`config.mk`:
```
export PLATFORM = sky130hd
export DESIGN_NAME = fetch_unit
export DESIGN_NICKNAME = d
export VERILOG_FILES = /design/src/rtl/fetch_unit.sv
export SDC_FILE = /design/constraint.sdc
export NUM_CORES = 1
export LEC_CHECK = 0
export CORE_MARGIN = 3
export CORE_UTILIZATION = 47
export DETAILED_ROUTE_END_ITERATION = 8
export GPL_ROUTABILITY_DRIVEN = 0
export GPL_TIMING_DRIVEN = 1
export PLACE_DENSITY = 0.91
export SETUP_SLACK_MARGIN = 0.4
export SLEW_MARGIN = 10
export SYNTH_ARGS = -nofsm -noshare
export SYNTH_HDL_FRONTEND = slang
export SYNTH_SLANG_ARGS = --single-unit
```
`constraint.sdc`:
```
create_clock -name clock -period 3.2 [get_ports clock]
set_clock_uncertainty 0.2 [all_clocks]
set_input_delay 0.64 -clock clock [delete_from_list [all_inputs] [get_ports clock]]
set_output_delay 0.64 -clock clock [all_outputs]
set_load 0.01 [all_outputs]
```
`src/rtl/fetch_unit.sv`:
```
// -----------------------------------------------------------------------------
// fetch_unit
//
// Instruction fetch stage. It alternates between two states:
//   FETCH - requests the word at pc from instruction memory and waits for
//           imemValid. The decoder sees BUBBLE while in this state.
//   HOLD  - presents the captured instruction register (IR) to the decoder
//           and holds it until the decoder asserts PCWrite. On that edge the
//           next pc is loaded, the retired count increments, and the unit
//           returns to FETCH.
//
// Parameters
//   RESET_PC   pc loaded on reset
//   BUBBLE     instruction word shown while no valid instruction is held
//
// Ports
//   clock      sole clock, rising edge
//   reset_n    asynchronous active-low reset
//   PCWrite    decoder request to advance (honoured only in HOLD)
//   PCSrc      next-pc select: 00 pc+4, 01 jump, 10 aluResult, 11 regData
//   aluResult  branch target
//   regData    register-jump target
//   imemRdata  instruction memory read data
//   imemValid  read data valid (sampled only while imemReq=1)
//   imemReq    instruction memory read request (high in FETCH)
//   imemAddr   read address, always equal to pc
//   ins        instruction to the decoder (IR in HOLD, BUBBLE otherwise)
//   pc         address of the current instruction
//   insValid   high exactly in HOLD
//   retired    count of completed instructions (wraps modulo 2^32)
//   alignFault sticky flag, set when an advance targets a misaligned address
// -----------------------------------------------------------------------------
module fetch_unit #(
    parameter logic [31:0] RESET_PC = 32'h0000_0000,
    parameter logic [31:0] BUBBLE   = 32'hFC00_0000
) (
    input  logic        clock,
    input  logic        reset_n,
    input  logic        PCWrite,
    input  logic [1:0]  PCSrc,
    input  logic [31:0] aluResult,
    input  logic [31:0] regData,
    input  logic [31:0] imemRdata,
    input  logic        imemValid,
    output logic        imemReq,
    output logic [31:0] imemAddr,
    output logic [31:0] ins,
    output logic [31:0] pc,
    output logic        insValid,
    output logic [31:0] retired,
    output logic        alignFault
);

    typedef enum logic {
        FETCH = 1'b0,
        HOLD  = 1'b1
    } state_t;

    state_t      state_reg, state_next;
    logic [31:0] pc_reg, pc_next;
    logic [31:0] ir_reg, ir_next;
    logic [31:0] retired_reg, retired_next;
    logic        fault_reg, fault_next;

    logic [31:0] pc_plus4;
    logic [31:0] target;

    // State register; reset takes effect immediately, independent of clock,
    // so a fetch pending at reset is simply abandoned.
    always_ff @(posedge clock or negedge reset_n) begin
        if (!reset_n) begin
            state_reg   <= FETCH;
            pc_reg      <= RESET_PC;
            ir_reg      <= BUBBLE;
            retired_reg <= 32'd0;
            fault_reg   <= 1'b0;
        end else begin
            state_reg   <= state_next;
            pc_reg      <= pc_next;
            ir_reg      <= ir_next;
            retired_reg <= retired_next;
            fault_reg   <= fault_next;
        end
    end

    // Next-pc candidate. The jump form keeps the 256 MB region of pc+4 and
    // replaces the rest with the word index from the instruction.
    always_comb begin
        pc_plus4 = pc_reg + 32'd4;
        target   = pc_plus4;
        case (PCSrc)
            2'b00:   target = pc_plus4;
            2'b01:   target = {pc_plus4[31:28], ir_reg[25:0], 2'b00};
            2'b10:   target = aluResult;
            default: target = regData;
        endcase
    end

    // Next-state and update logic.
    always_comb begin
        state_next   = state_reg;
        pc_next      = pc_reg;
        ir_next      = ir_reg;
        retired_next = retired_reg;
        fault_next   = fault_reg;

        if (state_reg == FETCH) begin
            // PCWrite/PCSrc are deliberately ignored here: the decoder may
            // assert PCWrite while decoding BUBBLE.
            if (imemValid) begin
                ir_next    = imemRdata;
                state_next = HOLD;
            end
        end else begin
            // imemRdata/imemValid are ignored in HOLD; IR stays put so the
            // decoder can take several cycles over one instruction.
            if (PCWrite) begin
                // Misaligned targets are truncated to a word boundary and
                // flagged rather than trapped.
                pc_next      = {target[31:2], 2'b00};
                fault_next   = fault_reg | (|target[1:0]);
                retired_next = retired_reg + 32'd1;
                state_next   = FETCH;
            end
        end
    end

    // Outputs
    always_comb begin
        imemReq    = (state_reg == FETCH);
        insValid   = (state_reg == HOLD);
        imemAddr   = pc_reg;
        pc         = pc_reg;
        ins        = (state_reg == HOLD) ? ir_reg : BUBBLE;
        retired    = retired_reg;
        alignFault = fault_reg;
    end

endmodule

```
==> impl_metrics.toml, run 1 <==
[status]
status = "finished, final reports clean"

[yosys]
syn_area_per_cell_sq_um = 9.904
syn_inst = 567
yosys.cell_count.top_type = "dfrtp_1"
ys_top_cells_by_area = "dfrtp_1, mux2_2, buf_4"
ys_ff_latch = 96
ys_async_sr_fraction_pct = 100.0
ys.flop_type = "dfrtp_1"
ys_top_cells_by_count = "dfrtp_1, nand2_1, mux2_2, buf_4, nor2_1"
synth_edf_count = 0
synth_top_cell_by_area = "dfrtp_1"
synth_cell_types = 61
ys_seq_area_share_pct = 42.91
ys_warn_count = 0
yosysTopAreaCellShare_pct = 40.11
netlist_area_sq_mm = 0.005615

[clock_network]
clk_latency_ns = 0.34
clk_pin_slew_ns = 0.07
cts.sinks = 96
clockBufferDepth = 2
cts_htree_levels = 3
cts_tree = "yes"
cts.hold.buffers_added = 0
numCtsBuffers = 9
cts_resized = 0
postCtsSetupBuffers = 0
clock-root-buffer = "clkbuf_16"

[place]
hpwl_mm = 14.24
dp_slack_ns = 0.4106
dpl.cell_count = 892
portBuffers = 228
place_area_sq_mm = 0.007875

[setup_path]
worstSetupPathType = "reg2out"
cp.required_ns = 2.36
worstPathArrival_ns = 1.84
setup.worst_path.end_class = "output pin"
worstPathMaxFanout = 32
start_kind = "register"

[pwr]
ir_drop_mv = 0.3269
power_mw = 4.640
p_per_area_mw_per_mm2 = 566.7
power.leakage_nw = 3.352

[timing]
rsz0062_at_grt = "false"
finalHoldViolCount = 0
relSlewSlack_pct = 50.88
timing.final.crit_share_pct = 83.61
tightest_slew_ns = 0.7368
setup_tns_ns = 0
timing.hold.ws_ns = 0.1034
slew_viol_final = 0
max_freq_ghz = 0.3738
setup_viol = 0
fin_crit_ns = 2.675
finalWorstSetupSlack_ns = 0.5245

[detailed_routing]
drt_drc_violations_left = 0
first_iter_violations = 584
firstDrtPassIters = 6
vias = 5484
vias_per_cell = 6.040
routed_wl_mm = 19.01
wl_per_cell_um = 20.93
final_antenna_net_count = 0

[die]
std_cell_rows = 39
die_y_um = 115.3
core_area_sq_mm = 0.01156
die_area_sq_mm = 0.01330
pin_count = 233
die_x_um = 115.3
start_util_pct = 48.56

[final_layout]
fin_cells = 908
areaGrowthSynthToFinish_pct = 45.81
n_antenna_cell = 0
fin_area_sq_mm = 0.008188
nets = 864
utilization_pct = 70.80
drive_above_1_share_pct = 13.20

[run]
maxCapViolCount = 0

[grt]
antenna_found_initial = 0
grt-ovfl-total = 0
track_usage_pct = 28.67
grt_pass1_wl_mm = 29.82
grt_pass1_vias = 5475
grt_max_degree = 51

[hold_path]
min-delay-path-class = "in2async"
-- placed cells by master, fill, tap and decap left out, types with 7 or more instances in the layout --
cell             count
and2_1              26
clkbuf_16            9
buf_4               12
mux2_2              41
a21oi_1             32
dfrtp_1             90
nor3_1               7
nand4_1             14
xor2_1               9
o21ai_0             19
nor2_1              34
mux2i_1             20
nand2_1             62
o22ai_1              8
xnor2_1             25
nand2b_1             7
nand3_1             17
clkdlybuf4s50_1    226
-- power by group --
part           total (mW)  internal [mW]  switching (mW)  leakage (nW)
registers            1.83           1.45           0.379          1.19
clock network        1.13          0.623           0.504         0.151
logic                1.68          0.971           0.708          2.02
-- metal layers --
| metal | track usage [%] | vias up | share of wire, % |
|---|---|---|---|
| met4 | 11.58 | 0 | 3.8 |
| li1 | - | 2381 | - |
| met1 | 35.94 | 2600 | 36 |
| met5 | 0 | - | 0 |
| met3 | 7.263 | 79 | 11 |
| met2 | 47.49 | 424 | 49 |
-- layout make-up --
| cell class | instances | area (sq um) |
|---|---|---|
| Clock inverter | 7 | 87.58 |
| Tap cell | 143 | 178.9 |
| Fill cell | 805 | 3377 |
| Sequential cell | 96 | 2410 |
| Timing Repair Buffer | 243 | 2437 |
| Multi-Input combinational cell | 404 | 2826 |
| Clock buffer | 9 | 225.2 |
| Inverter | 6 | 22.52 |
-- worst max-delay path: stages, from the launching register on --
cell and delay (ns):
dfrtp_1 0.54, buf_12 0.22, and2_1 0.15, clkdlybuf4s50_1 0.58
-- cells by family after synthesis --
kind of cell	Yosys count	share of synthesized area (%)
AND/OR/NAND/NOR	202	19.99
AO/OA/AOI/OAI	97	10.81
flip-flops	96	42.91
buffers and inverters	70	7.085
adder cells (fa/ha/maj)	2	0.4456
other	1	0.06678
multiplexers	65	13.39
XOR/XNOR	34	5.303
-- path summary, 6_finish.rpt --
path / startpoint / to / slack [ns] / cells past startpoint
worst min register to register: alignFault / alignFault / 0.28 / 1
min in group clock: alignFault / alignFault / 0.28 / 1
worst max-delay path: insValid / ins[8] / 0.52 / 3
worst min-delay path: reset_n / retired[29] / 0.10 / 1
max in group asynchronous: reset_n / ir_reg[27] / 1.91 / 2
worst max register to register: imemAddr[4] / imemAddr[19] / 0.84 / 5
No activity file was read; power rests on OpenSTA's default activity.
==> run 2: changes to the inputs <==
--- a/config.mk
+++ b/config.mk
@@ -6,11 +6,11 @@
 export NUM_CORES = 1
 export LEC_CHECK = 0
 export CORE_MARGIN = 3
-export CORE_UTILIZATION = 47
+export CORE_UTILIZATION = 44
 export DETAILED_ROUTE_END_ITERATION = 8
 export GPL_ROUTABILITY_DRIVEN = 0
 export GPL_TIMING_DRIVEN = 1
-export PLACE_DENSITY = 0.91
+export PLACE_DENSITY = 0.86
 export SETUP_SLACK_MARGIN = 0.4
 export SLEW_MARGIN = 10
 export SYNTH_ARGS = -nofsm -noshare
==> constraint.sdc (replaced) <==
create_clock -name clock -period 2.6 [get_ports clock]
set_clock_uncertainty 0.2 [all_clocks]
set_input_delay 0.52 -clock clock [delete_from_list [all_inputs] [get_ports clock]]
set_output_delay 0.52 -clock clock [all_outputs]
set_load 0.01 [all_outputs]
==> impl_metrics.toml, run 2 (same netlist as run 1, synthesis figures left out) <==
[timing]
slew_viol_final = 0
timing.final.crit_share_pct = 82.55
rsz0062_at_grt = "false"
max_freq_ghz = 0.4659
finalHoldViolCount = 0
setup_tns_ns = 0
setup_viol = 0
finalWorstSetupSlack_ns = 0.4537
fin_crit_ns = 2.146

[detailed_routing]
drt_drc_violations_left = 0
wl_per_cell_um = 20.36
first_iter_violations = 453
final_antenna_net_count = 0
routed_wl_mm = 19.38
firstDrtPassIters = 6
vias_per_cell = 5.706
vias = 5432

[final_layout]
n_antenna_cell = 0
layout_common_cells = "clkdlybuf4s50_1, dfrtp_1, nand2_1"
nets = 883
areaGrowthSynthToFinish_pct = 49.40
final_common_cell = "clkdlybuf4s50_1"
drive_above_1_share_pct = 17.60
fillCellCount = 917

[clock_network]
cts.sinks = 96
numCtsBuffers = 9
clock-root-buffer = "clkbuf_16"
cts_htree_levels = 3
cts_tree = "yes"
clk_pin_slew_ns = 0.07
clockBufferDepth = 2
clk_latency_ns = 0.35

[setup_path]
worstSetupPathType = "reg2out"
critical_path.cell_chain = "clkdlybuf4s50_1"
start_kind = "register"
worst-path-buf-inv = 1
cpMaxStageDelayCell = "clkdlybuf4s50_1"
cpLargestDelayFamily = "buffers and inverters"
setup.worst_path.end_class = "output pin"
worstPathArrival_ns = 1.43
worstPathMaxFanout = 7
critPathMaxStageDelay_ns = 0.60
cp.required_ns = 1.88

[grt]
grt-ovfl-total = 0
antenna_found_initial = 0
grt_pass1_vias = 5557
grt_pass1_wl_mm = 30.29
track_usage_pct = 26.99
grt_max_degree = 48

[die]
die_y_um = 119.0
die_x_um = 119.0
std_cell_rows = 40
pin_count = 233
die_area_sq_mm = 0.01415
core_area_sq_mm = 0.01226
start_util_pct = 45.80

[pwr]
ir_drop_mv = 0.3017
power.leakage_nw = 3.704
p_per_area_mw_per_mm2 = 664.5

[place]
portBuffers = 228
dp_slack_ns = 0.004150
hpwl_mm = 14.59

[hold_path]
min-delay-path-class = "reg2reg"

[run]
maxCapViolCount = 0

[status]
status = "finished, final reports clean"
-- run 2: final timing paths --
check,start,endpoint,slack (ns),depth (start not counted)
max reg2reg,imemAddr[4],imemAddr[25],0.48,6
max in group asynchronous,reset_n,ir_reg[31],1.04,3
min reg2reg,alignFault,alignFault,0.28,1
min in group asynchronous,reset_n,imemAddr[31],0.44,2
min,alignFault,alignFault,0.28,1
max,imemAddr[19],imemAddr[19],0.45,1
-- run 2: cell type report --
cell class | instances | area, sq um | share of cell area [%]
Clock inverter | 2 | 15.01 | 0.1790
Inverter | 6 | 22.52 | 0.2685
Tap cell | 168 | 210.2 | 2.506
Multi-Input combinational cell | 404 | 2840 | 33.86
Timing Repair Buffer | 262 | 2621 | 31.25
Clock buffer | 14 | 254.0 | 3.028
Sequential cell | 96 | 2426 | 28.92
-- run 2: repair_timing --
item                                   CTS  global route
buffers inserted                         3             4
resized for setup                       20            47
cloned                                   1             0
endpoints found under the hold margin   23             0
setup endpoints to repair               41            56
hold buffers                             1             0
pin swaps                                1             6
-- run 2: metrics by stage --
step           cells  hold slack [ns]  total power [mW]  instance area [sq um]  util (%)
6_report         952           0.2813             5.575                   8389     68.42
5_1_grt          952           0.2915             5.824                   8389     68.42
4_1_cts          948           0.2866             5.546                   8309     67.77
3_5_place_dp     927           0.2569             4.308                   7989     65.15
3_3_place_gp     927           0.2509             4.230                   7989     65.15
2_1_floorplan    570          0.02441             3.170                   5627         -
-- run 2: per-layer routing --
metal	global-route usage [%]	part of all wire, %	wire length [um]
met1	33.75	38	7373
met2	46.25	51	9876
met3	5.508	8.5	1647
met4	9.848	2.5	483
met5	0	0	0
-- run 2: power breakdown --
part | switching [mW] | internal [mW] | leakage (nW) | total (mW)
clock network | 0.569 | 0.677 | 0.123 | 1.25
registers | 0.447 | 1.80 | 1.17 | 2.25
logic | 0.886 | 1.19 | 2.41 | 2.08
total | 1.90 | 3.67 | 3.70 | 5.57
